### src/rtl/mux_pkg.sv
// Shared definitions for the N:1 pipelined mux: skid-buffer state encoding,
// select-width helper and default geometry.
package mux_pkg;

    localparam logic [1:0] ST_EMPTY = 2'b00;
    localparam logic [1:0] ST_ONE   = 2'b01;
    localparam logic [1:0] ST_FULL  = 2'b10;

    localparam int DEF_WIDTH  = 5;
    localparam int DEF_NUM_IN = 3;

    // ceil(log2(n)), never below 1 so a 2-input mux still has a select bit
    function automatic int sel_width(input int n);
        int w;
        w = 1;
        while ((1 << w) < n) w++;
        return w;
    endfunction

endpackage

### src/rtl/mux_skid_buf.sv
// Two-entry skid buffer (main output register + one skid register) with a
// registered ready, so out_ready never reaches in_ready combinationally.
//
// state    | meaning
// ---------+-----------------------------------------------
// ST_EMPTY | nothing buffered, out_valid low
// ST_ONE   | main register holds the head beat
// ST_FULL  | main holds the head, skid holds the next beat
module mux_skid_buf
    import mux_pkg::*;
#(
    parameter int PW = DEF_WIDTH
) (
    input  logic          clk,
    input  logic          rst_n,
    input  logic          flush_i,
    input  logic          in_valid_i,
    input  logic [PW-1:0] in_pl_i,
    output logic          in_ready_o,
    output logic          out_valid_o,
    output logic [PW-1:0] out_pl_o,
    input  logic          out_ready_i
);

    logic [1:0]    state_q, state_d;
    logic [PW-1:0] main_q, main_d;
    logic [PW-1:0] skid_q, skid_d;
    logic          ready_q;
    logic          in_xfer;
    logic          out_xfer;

    assign out_valid_o = (state_q != ST_EMPTY);
    assign out_pl_o    = main_q;
    assign in_ready_o  = ready_q;
    assign in_xfer     = in_valid_i && ready_q;
    assign out_xfer    = out_valid_o && out_ready_i;

    always_comb begin
        state_d = state_q;
        main_d  = main_q;
        skid_d  = skid_q;
        if (flush_i) begin
            state_d = ST_EMPTY;
        end else begin
            case (state_q)
                ST_EMPTY: begin
                    if (in_xfer) begin
                        main_d  = in_pl_i;
                        state_d = ST_ONE;
                    end
                end
                ST_ONE: begin
                    if (in_xfer && out_xfer) begin
                        main_d = in_pl_i;
                    end else if (in_xfer) begin
                        skid_d  = in_pl_i;
                        state_d = ST_FULL;
                    end else if (out_xfer) begin
                        state_d = ST_EMPTY;
                    end
                end
                ST_FULL: begin
                    if (out_xfer) begin
                        main_d  = skid_q;
                        state_d = ST_ONE;
                    end
                end
                default: state_d = ST_EMPTY;
            endcase
        end
    end

    // ready is computed from the next state so it is already valid the cycle the skid fills
    always_ff @(posedge clk or negedge rst_n) begin
        if (!rst_n) begin
            state_q <= ST_EMPTY;
            main_q  <= '0;
            skid_q  <= '0;
            ready_q <= 1'b0;
        end else begin
            state_q <= state_d;
            main_q  <= main_d;
            skid_q  <= skid_d;
            ready_q <= (state_d != ST_FULL);
        end
    end

endmodule

### src/rtl/mux_n_1_pipe.sv
// N:1 channel mux feeding a 2-entry skid buffer; out-of-range selects fall
// through to the last channel. Define MUX_SEL_ERR_EN to carry a select-error flag.
module mux_n_1_pipe
    import mux_pkg::*;
#(
    parameter  int WIDTH  = DEF_WIDTH,
    parameter  int NUM_IN = DEF_NUM_IN,
    localparam int SEL_W  = sel_width(NUM_IN)
) (
    input  logic                    clk,
    input  logic                    rst_n,
    input  logic [NUM_IN*WIDTH-1:0] in_data,
    input  logic [SEL_W-1:0]        in_sel,
    input  logic                    in_valid,
    output logic                    in_ready,
    input  logic                    flush,
    output logic [WIDTH-1:0]        out_data,
    output logic                    out_valid,
    input  logic                    out_ready,
    output logic                    out_sel_err
);

`ifdef MUX_SEL_ERR_EN
    localparam int PW = WIDTH + 1;
`else
    localparam int PW = WIDTH;
`endif

    logic [WIDTH-1:0] sel_data;
    logic [PW-1:0]    in_pl;
    logic [PW-1:0]    out_pl;

    always_comb begin
        sel_data = in_data[(NUM_IN-1)*WIDTH +: WIDTH];
        for (int k = 0; k < NUM_IN - 1; k++) begin
            if (int'(in_sel) == k) sel_data = in_data[k*WIDTH +: WIDTH];
        end
    end

`ifdef MUX_SEL_ERR_EN
    logic sel_err;
    assign sel_err     = (int'(in_sel) >= NUM_IN);
    assign in_pl       = {sel_err, sel_data};
    assign out_data    = out_pl[WIDTH-1:0];
    assign out_sel_err = out_pl[WIDTH];
`else
    assign in_pl       = sel_data;
    assign out_data    = out_pl;
    assign out_sel_err = 1'b0;
`endif

    mux_skid_buf #(
        .PW (PW)
    ) u_skid (
        .clk         (clk),
        .rst_n       (rst_n),
        .flush_i     (flush),
        .in_valid_i  (in_valid),
        .in_pl_i     (in_pl),
        .in_ready_o  (in_ready),
        .out_valid_o (out_valid),
        .out_pl_o    (out_pl),
        .out_ready_i (out_ready)
    );

endmodule

### config.mk
export PLATFORM = sky130hd
export DESIGN_NAME = mux_n_1_pipe
export DESIGN_NICKNAME = d
export VERILOG_FILES = /design/src/rtl/mux_pkg.sv /design/src/rtl/mux_skid_buf.sv /design/src/rtl/mux_n_1_pipe.sv
export SDC_FILE = /design/constraint.sdc
export NUM_CORES = 1
export LEC_CHECK = 0
export ABC_AREA = 0
export CAP_MARGIN = 20
export CELL_PAD_IN_SITES_DETAIL_PLACEMENT = 1
export CELL_PAD_IN_SITES_GLOBAL_PLACEMENT = 2
export CORE_ASPECT_RATIO = 1.4
export CORE_MARGIN = 5
export CORE_UTILIZATION = 24
export CTS_BUF_LIST = sky130_fd_sc_hd__clkbuf_16
export DETAILED_ROUTE_END_ITERATION = 8
export PLACE_DENSITY = 0.77
export SETUP_SLACK_MARGIN = 0.5
export SLEW_MARGIN = 25
export SYNTH_ARGS = -nofsm -noshare
export SYNTH_HDL_FRONTEND = slang
export SYNTH_SLANG_ARGS = --single-unit
### constraint.sdc
create_clock -name clk -period 1.7 [get_ports clk]
set_input_delay 0.17 -clock clk [delete_from_list [all_inputs] [get_ports clk]]
set_output_delay 0.17 -clock clk [all_outputs]
set_load 0.01 [all_outputs]
==> impl_metrics.tcl <==
set metrics [dict create \
    rsz0062_at_grt "true" \
    drtIter0Drc 7 \
    initial_utilization_pct 25.05 \
    core_area_um2 2907 \
    worstMarginPinSlew_ps 618.4 \
    r2r_cells 5 \
    die_area_um2 4252 \
    drive_gt1_share_pct 27.03 \
    path_cells "or2_4 > a2bb2oi_2 > a21oi_4 > buf_12 > mux2_4" \
    fin_hold_ws_ps 316.2 \
    place.gp.congestion 0.7127 \
    place_ws_ps -56.66 \
    clock.fmax_mhz 660.5 \
    max-cap-violations 0 \
    synth_adder_area_share_pct 0 \
    yosys_warnings 0 \
    dr_total_vias 683 \
    slew_headroom_pct 58.64 \
    hpwl_um 1501 \
    yosys.area_share.simple_pct 21.48 \
    p_per_area_nw_per_um2 939.3 \
    cts_hold_buf 0 \
    grt_pass1_vias 725 \
    outcome "finished, final reports clean" \
    path_buf_inv 1 \
    critPathTopFamily "flip-flops" \
    mostFrequentLayoutCell "clkdlybuf4s50_1" \
    antenna_found_initial 0 \
    synth_top_family_by_area "compound AO/OA/AOI/OAI gates" \
    port-buffer-count 28 \
    grt_util_all_layers_pct 10.60 \
    synth.ff_latch_count 13 \
    slowest_delay_ps 390 \
    clock_skew_ps 4.226 \
    r2r-end "u_skid.out_pl_o[0]" \
    ant_nets 0 \
    synthesis.nets 96 \
    firstDrtPassIters 2 \
    cp-end-kind "flop" \
    grt_pass1_wl_um 3456 \
    cts_made_buffers 3 \
    ff2ff_setup_slack_ps 190 \
    wire_per_inst_um 14.82 \
    design_area_um2 1266 \
    cts_tree "built" \
    seq_area_frac_synth_pct 44.67 \
    holdCritPathClass "in -> async" \
    path_clk_slew_ps 50 \
    syn_area_um2 728.2 \
    worst-path-max-fanout 5 \
    htreeDepth 1 \
    clock_path_buffers 2 \
    required_ps 1820 \
    synthMuxAreaShare_pct 7.732 \
    final_cell_mix "clkdlybuf4s50_1, dfrtp_1, nor2b_1, nand2_1, dlygate4sd2_1" \
    ys_types 21 \
    crit_type "reg -> reg" \
    setup_ws_ps 186.0 \
    rows 23 \
    r2r_start "u_skid.state_q[0]" \
    viasPerCell 4.615 \
    p_leak_nw 0.5444 \
    post-route-period-util_pct 89.06 \
    synth-xor-area-share_pct 0 \
    root_buffer "clkbuf_16" \
    critPathCapture "u_skid.out_pl_o[0]" \
    die_w_um 56.56 \
    drc 0 \
    timing_hold_violations_final 0 \
    crit_start "u_skid.state_q[0]" \
    synth_cells 74 \
    cp-start-kind "flop" \
    clk_latency_ps 240 \
    cp_slowest_cell "dfrtp_1" \
    pin_count 30 \
    diodes 0 \
    clkSinkCount 13 \
    fin_crit_ps 1514 \
    drv_slew 0 \
    area_growth_pct 73.88 \
    die_h_um 75.18 \
    layout.nets 134 \
    peakVddDrop_v 0.0004632 \
    grt_overflow 0 \
    cp.arrival_ps 1640 \
    routed_wl_um 2193 \
    cp_num_cells 5 \
    dpl_cell_area_um2 1059 \
    grt_max_degree 14 \
    finalSetupViolCount 0 \
    syn_avg_cell_area_um2 9.841 \
    synth_compound_area_share_pct 22.16 \
]
-- Yosys cell counts --
master     instances  area share [%]
a211oi_1           5             5.2
a21o_1             1             1.0
a21oi_1            2             1.4
a21oi_4            1             2.2
a2bb2oi_2          1             2.1
and3b_1            1             1.2
buf_1              1            0.51
buf_2              2             1.4
buf_4              1             1.0
conb_1             1            0.51
dfrtp_1           13              45
inv_1              1            0.51
mux2_2             5             7.7
nand2_1           12             6.2
nand2b_1           1            0.86
nand3_1            2             1.4
nand3b_1           1             1.0
nor2_1             1            0.51
nor2b_1           11             9.5
o31ai_1           10              10
or2_1              1            0.86
-- logic make-up after synthesis --
family	Yosys count
compound gates	20
buf+inv	5
flops	13
mux	5
other cells	1
simple gates	30
-- registers in the layout, indices dropped and copies added, names as in the netlist --
name and cells:
u_skid.out_pl_o 5, u_skid.skid_q 5, u_skid.state_q 2, u_skid.in_ready_o 1
-- what timing repair did --
action | 4_1_cts | 5_1_grt
buffers inserted | 2 | 3
endpoints found under the setup margin | 17 | 13
gates resized for setup | 16 | 13
pin swaps | 1 | 3
cloned | 1 | 0
-- stage by stage --
stage          std cells  setup TNS [ps]  util [%]  power, mW
6_report             148               0     43.56      1.189
5_1_grt              148               0     43.56      1.254
4_1_cts              145               0     40.64      1.152
3_5_place_dp         138          -222.3     36.42     0.7124
3_3_place_gp         138          -101.1     36.42     0.7021
2_1_floorplan         74               0         -     0.5530
-- how the worst min path moves through the flow --
| stage | start | endpoint | slack, ps |
|---|---|---|---|
| floorplan | rst_n | u_skid.in_ready_o | -130 |
| global placement | u_skid.skid_q[4] | u_skid.skid_q[4] | 460 |
| detailed placement | u_skid.skid_q[4] | u_skid.skid_q[4] | 470 |
| CTS | rst_n | u_skid.skid_q[1] | 340 |
| global route | rst_n | u_skid.skid_q[2] | 380 |
| finish | rst_n | u_skid.skid_q[2] | 320 |
-- report_power, final --
group          leakage (nW)  total [mW]  switching [mW]  internal [mW]
Sequential            0.157       0.421          0.0415          0.380
Clock                0.0423       0.442           0.132          0.310
Combinational         0.345       0.326           0.131          0.195
-- final cells by class --
type,count,area (um^2)
Clock buffer,3,75.07
Multi-Input combinational cell,56,447.9
Sequential cell,13,325.3
Inverter,1,3.754
Tap cell,37,46.29
Timing Repair Buffer,37,364.1
Fill cell,331,1640
Clock inverter,1,3.754
-- routing by layer --
layer	routed length, um	global-route usage, %
met4	70	5.541
met5	0	0
met2	1183	20.57
met1	852	11.56
met3	87	0.5146
-- worst register-to-register path: stages, from the launching register on --
cell	delay, ps
dfrtp_1	390
or2_4	260
a2bb2oi_2	150
a21oi_4	160
buf_12	140
mux2_4	300
No activity file was read; power rests on OpenSTA's default activity.
